--- config.mk ---
export PLATFORM = sky130hd
export DESIGN_NAME = sort_seq_ctrl
export DESIGN_NICKNAME = d
export VERILOG_FILES = /design/src/rtl/sort_seq_pkg.sv /design/src/rtl/signed_cmp4.sv /design/src/rtl/sort_seq_ctrl.sv
export SDC_FILE = /design/constraint.sdc
export NUM_CORES = 1
export LEC_CHECK = 0
export CAP_MARGIN = 5
export CORE_MARGIN = 2
export CORE_UTILIZATION = 30
export CTS_CLUSTER_DIAMETER = 80
export DETAILED_ROUTE_END_ITERATION = 8
export PLACE_DENSITY_LB_ADDON = 0.05
export SETUP_SLACK_MARGIN = 0.05
export SLEW_MARGIN = 20
export SYNTH_ARGS = -nofsm -noshare
export SYNTH_HDL_FRONTEND = slang
export SYNTH_SLANG_ARGS = --single-unit
--- constraint.sdc ---
create_clock -name Clk -period 4.2 [get_ports Clk]
set_clock_uncertainty 0.05 [all_clocks]
set_input_delay 0.84 -clock Clk [delete_from_list [all_inputs] [get_ports Clk]]
set_output_delay 0.84 -clock Clk [all_outputs]
set_load 0.02 [all_outputs]
--- src/rtl/sort_seq_pkg.sv ---
// Shared types and constants for the sequential sort controller.
package sort_seq_pkg;

    typedef enum logic [1:0] {
        LOAD,
        SORT,
        DRAIN
    } state_e;

    localparam int unsigned VAL_W    = 4;
    localparam int unsigned SWAP_MAX = 255;

endpackage

--- src/rtl/signed_cmp4.sv ---
// Combinational two's-complement comparator for 4-bit operands; exactly one of gt/eq/lt is high.
module signed_cmp4
    import sort_seq_pkg::*;
(
    input  logic [VAL_W-1:0] a,
    input  logic [VAL_W-1:0] b,
    output logic             gt,
    output logic             eq,
    output logic             lt
);

    logic a_neg;
    logic b_neg;

    assign a_neg = a[VAL_W-1];
    assign b_neg = b[VAL_W-1];

    always_comb begin
        eq = (a == b);
        // Mixed signs: the non-negative operand is larger; same sign orders by bit pattern.
        if (a_neg != b_neg) begin
            gt = b_neg;
        end else begin
            gt = (a > b);
        end
        lt = !gt && !eq;
    end

endmodule

--- src/rtl/sort_seq_ctrl.sv ---
// Loads a burst of DEPTH signed values, bubble-sorts them in place through one shared
// comparator (one compare-and-swap per cycle), then streams them out in ascending order.
module sort_seq_ctrl
    import sort_seq_pkg::*;
#(
    parameter int unsigned DEPTH = 4
) (
    input  logic             Clk,
    input  logic             Reset,
    input  logic             In_valid,
    input  logic [VAL_W-1:0] In_data,
    output logic             In_ready,
    output logic             Out_valid,
    output logic [VAL_W-1:0] Out_data,
    output logic             Out_last,
    input  logic             Out_ready,
    output logic             Busy,
    output logic [7:0]       Swap_cnt
);

    localparam int unsigned IDX_W = $clog2(DEPTH);
    localparam logic [IDX_W-1:0] LAST_IDX = IDX_W'(DEPTH - 1);
    localparam logic [IDX_W-1:0] ONE_IDX  = IDX_W'(1);

    state_e state_q, state_d;

    logic [VAL_W-1:0] buf_q [DEPTH];
    logic [VAL_W-1:0] buf_d [DEPTH];
    logic [IDX_W-1:0] wr_idx_q, wr_idx_d;
    logic [IDX_W-1:0] rd_idx_q, rd_idx_d;
    logic [IDX_W-1:0] j_q, j_d;
    logic [IDX_W-1:0] lim_q, lim_d;
    logic             swapped_q, swapped_d;
    logic [7:0]       swap_cnt_q, swap_cnt_d;

    logic [IDX_W-1:0] j_nxt;
    logic             cmp_gt;
    logic             cmp_eq;
    logic             cmp_lt;
    logic             swapped_now;
    logic             pass_end;
    logic             sort_done;

    assign j_nxt       = j_q + ONE_IDX;
    assign swapped_now = swapped_q | cmp_gt;
    assign pass_end    = (j_nxt >= lim_q);
    assign sort_done   = pass_end && (!swapped_now || (lim_q == ONE_IDX));

    signed_cmp4 u_cmp (
        .a  (buf_q[j_q]),
        .b  (buf_q[j_nxt]),
        .gt (cmp_gt),
        .eq (cmp_eq),
        .lt (cmp_lt)
    );

    always_comb begin
        assert ($onehot({cmp_gt, cmp_eq, cmp_lt}));
    end

    // State register
    always_ff @(posedge Clk) begin
        if (Reset) begin
            state_q <= LOAD;
        end else begin
            state_q <= state_d;
        end
    end

    // Next-state logic
    always_comb begin
        state_d = state_q;
        unique case (state_q)
            LOAD: begin
                if (In_valid && (wr_idx_q == LAST_IDX)) begin
                    state_d = SORT;
                end
            end
            SORT: begin
                if (sort_done) begin
                    state_d = DRAIN;
                end
            end
            DRAIN: begin
                if (Out_ready && (rd_idx_q == LAST_IDX)) begin
                    state_d = LOAD;
                end
            end
            default: state_d = LOAD;
        endcase
    end

    // Datapath next-state
    always_comb begin
        buf_d      = buf_q;
        wr_idx_d   = wr_idx_q;
        rd_idx_d   = rd_idx_q;
        j_d        = j_q;
        lim_d      = lim_q;
        swapped_d  = swapped_q;
        swap_cnt_d = swap_cnt_q;
        unique case (state_q)
            LOAD: begin
                if (In_valid) begin
                    buf_d[wr_idx_q] = In_data;
                    wr_idx_d        = wr_idx_q + ONE_IDX;
                    if (wr_idx_q == LAST_IDX) begin
                        wr_idx_d   = '0;
                        j_d        = '0;
                        lim_d      = LAST_IDX;
                        swapped_d  = 1'b0;
                        swap_cnt_d = '0;
                    end
                end
            end
            SORT: begin
                if (cmp_gt) begin
                    buf_d[j_q]   = buf_q[j_nxt];
                    buf_d[j_nxt] = buf_q[j_q];
                    if (swap_cnt_q != 8'(SWAP_MAX)) begin
                        swap_cnt_d = swap_cnt_q + 8'd1;
                    end
                end
                swapped_d = swapped_now;
                if (!pass_end) begin
                    j_d = j_nxt;
                end else if (sort_done) begin
                    rd_idx_d = '0;
                end else begin
                    lim_d     = lim_q - ONE_IDX;
                    j_d       = '0;
                    swapped_d = 1'b0;
                end
            end
            DRAIN: begin
                if (Out_ready) begin
                    rd_idx_d = rd_idx_q + ONE_IDX;
                    if (rd_idx_q == LAST_IDX) begin
                        rd_idx_d = '0;
                        wr_idx_d = '0;
                    end
                end
            end
            default: ;
        endcase
    end

    always_ff @(posedge Clk) begin
        if (Reset) begin
            wr_idx_q   <= '0;
            rd_idx_q   <= '0;
            j_q        <= '0;
            lim_q      <= '0;
            swapped_q  <= 1'b0;
            swap_cnt_q <= '0;
        end else begin
            wr_idx_q   <= wr_idx_d;
            rd_idx_q   <= rd_idx_d;
            j_q        <= j_d;
            lim_q      <= lim_d;
            swapped_q  <= swapped_d;
            swap_cnt_q <= swap_cnt_d;
        end
    end

    // Buffer contents are don't-care after reset, so no reset branch.
    always_ff @(posedge Clk) begin
        buf_q <= buf_d;
    end

    // Outputs
    always_comb begin
        In_ready  = (state_q == LOAD);
        Busy      = (state_q == SORT);
        Out_valid = (state_q == DRAIN);
        Out_data  = (state_q == DRAIN) ? buf_q[rd_idx_q] : '0;
        Out_last  = (state_q == DRAIN) && (rd_idx_q == LAST_IDX);
        Swap_cnt  = swap_cnt_q;
    end

endmodule

==> results by group <==
Run status
  – Outcome: finished, final reports clean

Synthesis
  – Sequential area share after synthesis: 35.6%
  – Synth Area per Inst: 9.59 sq um
  – Post-synthesis adder-cell area fraction: about 8.8%
  – Synthesized Nets: 277
  – Synth cell types: 47
  – Yosys Warn Count: 0
  – Multiplexer share of the synthesized area: 12.2%
  – Synth Area in Simple Gates: 18.2%
  – Asr flop ratio synth: 0%
  – Synth Area in XOR/XNOR: less than 1%
  – Synth Instances: 252
  – Post-Synthesis Cell Area: 2420 sq um
  – Prevailing post-synth register cell: dfxtp_1
  – Synthesized flop and latch total: 35
  – EDFF count, synth: 16
  – Largest family of logic cells by synthesized area: compound AO/OA/AOI/OAI gates
  – Compound-Gate Fraction of Synth Area: 20.9%

Route
  – WL/cell: about 18 um
  – Detailed-route via count: 2,092
  – Pre-antenna DRT Iters: 5
  – Drt total wl: ~6700 um
  – Post-DRT Antenna Nets: 0
  – DRC Markers: 0
  – Initial DRC count: 220
  – Vias per Instance: between 5 and 6

Global routing
  – Antenna violations before repair: 0
  – Gr ovfl total: 0
  – Vias in the first global route: roughly 2.0k
  – Gr usage total: 16.3%
  – Largest net degree at the start of global routing: 27
  – First-pass GRT wire length: about 11,000 um

Setup path
  – CP max stage delay: 0.69 ns
  – Crit path DAT: 3.40 ns
  – Worst path slowest cell: mux4_1
  – Worst path cell trace: inv_1 -> ha_1 -> mux4_1 -> ha_1 -> and3b_1 -> o211a_1 -> nor2_1 -> a211o_1 -> nor3_1
  – Cell family with most CP delay: simple AND/OR/NAND/NOR gates
  – Critical Path Source Type: flip-flop
  – Crit path required time: 4.07 ns
  – Most used cell, CP: ha_1
  – Critical path type: flip-flop to flip-flop
  – Worst path bufs/invs: 1
  – CP endpoint kind: flip-flop
  – Max Fanout on Critical Path: 7

Timing
  – Worst slew pin tran: roughly 0.6 ns
  – RSZ-0062 raised after global routing: no
  – Final WS setup: 0.674 ns
  – Total negative slack: 0 ns
  – Setup violations, final: 0
  – Pins Over Slew Limit: 0
  – Crit path time final: about 3.5 ns
  – F_max: roughly 280 MHz
  – Relative slew margins: between 60% and 70%
  – Hold WS: around 0.43 ns
  – Final period util: 84.0%
  – Final hold viol count: 0

Clock tree
  – H-tree depth: 2
  – CTS tree: done
  – Hold-fix buffer count after cts: 0
  – Max Root-Sink Buffers: 2
  – Cts bufs inserted: 5
  – Root Driver: clkbuf_8
  – Post-CTS sizing: 0
  – TritonCTS Sinks: 35
  – Setup Fix Bufs, Post-CTS: 0
  – Worst-path clk slew: 0.08 ns
  – Skew-Pair Late Insertion Delay: about 0.29 ns

Pwr
  – Power share of the clock group: 32.7%
  – Sw Pwr: 0.194 mW
  – Logic pwr share: 15.4%
  – Cell Int Power: 0.535 mW
  – Cell leakage power: 1.00 nW
  – Worst IR drop on VDD: 0.0936 mV
  – Switch share: approximately a quarter
  – Sequential Power Share: 51.9%
  – Pwr dens: 256 nW/um^2
  – Total Power: 0.729 mW

Placement
  – Dpl cells: 372
  – Dpl cell area: 2770 sq um
  – Routability cong.: 0.795
  – Dpl hpwl: 5140 um
  – Pre-CTS setup slack: 0.668 ns
  – Port bufs: 23

Finish
  – Post-Layout Cell Count: 380
  – Area Growth Syn to Fin: 18.1%
  – Design area: 2850 sq um
  – N_diodes: 0
  – Final nets: 302
  – Layout cells sized above 1: a little under a tenth
  – Util after Layout: ~37%

Floorplan
  – Row count: 32
  – Die area: roughly 8800 sq um
  – Die height: 93.7 um
  – Boundary Pins: 24
  – Die X: 93.7 um
  – Initial Utilization: 31.1%
  – Core Region: roughly 7800 sq um

Hold path
  – Hold crit path type: flip-flop to flip-flop

Run
  – Max Cap Viol: 0
[worst reg2reg max path, stage by stage, from the launching register on]
cell,delay [ns]
dfxtp_1,0.33
inv_1,0.07
ha_1,0.43
mux4_1,0.69
ha_1,0.24
and3b_1,0.22
o211a_1,0.17
nor2_1,0.06
a211o_1,0.37
nor3_1,0.53
[metal layers]
metal | global-route usage (%) | vias up | share of wire, %
met3 | 2.81 | 7 | 6.2
met2 | 23.9 | 81 | 43
li1 | - | 1023 | -
met1 | 24.7 | 981 | 50
met5 | 0 | - | 0
met4 | 4.35 | 0 | 0.97
[power by group through the flow]
stage                     Combinational [mW]  Clock, mW  Sequential, mW
final                                  0.112      0.239           0.378
after detailed placement               0.112          0           0.386
after global placement                 0.114          0           0.387
after floorplan                       0.0763          0           0.380
after global routing                   0.126      0.262           0.380
after CTS                              0.112      0.244           0.378
[state kept, by name, summed over array words and instances, names as in the netlist]
signal     cells
Swap_cnt       8
buf_q         16
j_q            2
lim_q          2
rd_idx_q       2
state_q        2
swapped_q      1
wr_idx_q       2
[worst paths after layout]
| kind | from | endpoint | slack, ns | cells past startpoint |
|---|---|---|---|---|
| min reg2reg | swapped_q$_SDFFE_PP0P_ | swapped_q$_SDFFE_PP0P_ | 0.43 | 2 |
| min | swapped_q$_SDFFE_PP0P_ | swapped_q$_SDFFE_PP0P_ | 0.43 | 2 |
| max | j_q[1]$_SDFFE_PP0P_ | buf_q[7]$_DFFE_PP_ | 0.67 | 9 |
| max reg2reg | j_q[1]$_SDFFE_PP0P_ | buf_q[7]$_DFFE_PP_ | 0.67 | 9 |
[Yosys cell counts (2+ instances only)]
master,number,area [sq um]
a21oi_1,30,150
nand2_1,7,26.3
and2_1,6,37.5
a211o_1,3,26.3
inv_1,14,52.6
nand4_1,2,12.5
a311oi_1,2,17.5
nand2b_1,5,31.3
mux2i_1,2,20.0
nor3_1,11,55.1
nor2_1,31,116
nand3_1,6,30.0
nand3b_1,2,15.0
a221oi_1,19,166
clkbuf_1,8,30.0
edfxtp_1,16,480
o211ai_1,3,22.5
nor2b_1,6,37.5
a21o_1,2,15.0
dfxtp_1,19,380
or3_1,2,12.5
ha_1,17,213
o21ai_0,4,20.0
mux4_2,11,248
a31oi_1,2,12.5
[cell families after synthesis]
group	Yosys count
adders and majority gates	17
and+or+nand+nor	86
muxes	14
xor gates and xnor gates	1
buffers and inverters	25
AOI/OAI and AO/OA	74
DFF	35
[placed cells by master (no fill, tap or decap), types with 2 or more instances in the layout]
cell,synthesis,layout
a211o_1,3,3
a21o_1,2,2
a21oi_1,30,30
a221oi_1,19,19
a311oi_1,2,2
a31oi_1,2,2
and2_1,6,6
buf_4,0,5
clkbuf_1,8,3
clkbuf_8,0,5
clkdlybuf4s50_1,0,23
dfxtp_1,19,19
edfxtp_1,16,16
ha_1,17,17
inv_1,14,14
mux2i_1,2,2
mux4_2,11,11
nand2_1,7,7
nand2b_1,5,5
nand3_1,6,6
nand3b_1,2,2
nand4_1,2,2
nor2_1,31,31
nor2b_1,6,6
nor3_1,11,11
o211ai_1,3,3
o21ai_0,4,4
or3_1,2,2
[cell type report]
| class | instances | area, sq um |
|---|---|---|
| flip-flops and latches | 35 | 861 |
| fillers | 834 | 4910 |
| inverters | 15 | 56.3 |
| multi-input cells | 192 | 1460 |
| clock buffers | 8 | 80.1 |
| well taps | 102 | 128 |
| repair buffers | 28 | 268 |
Power figures use the tool's default switching activity.
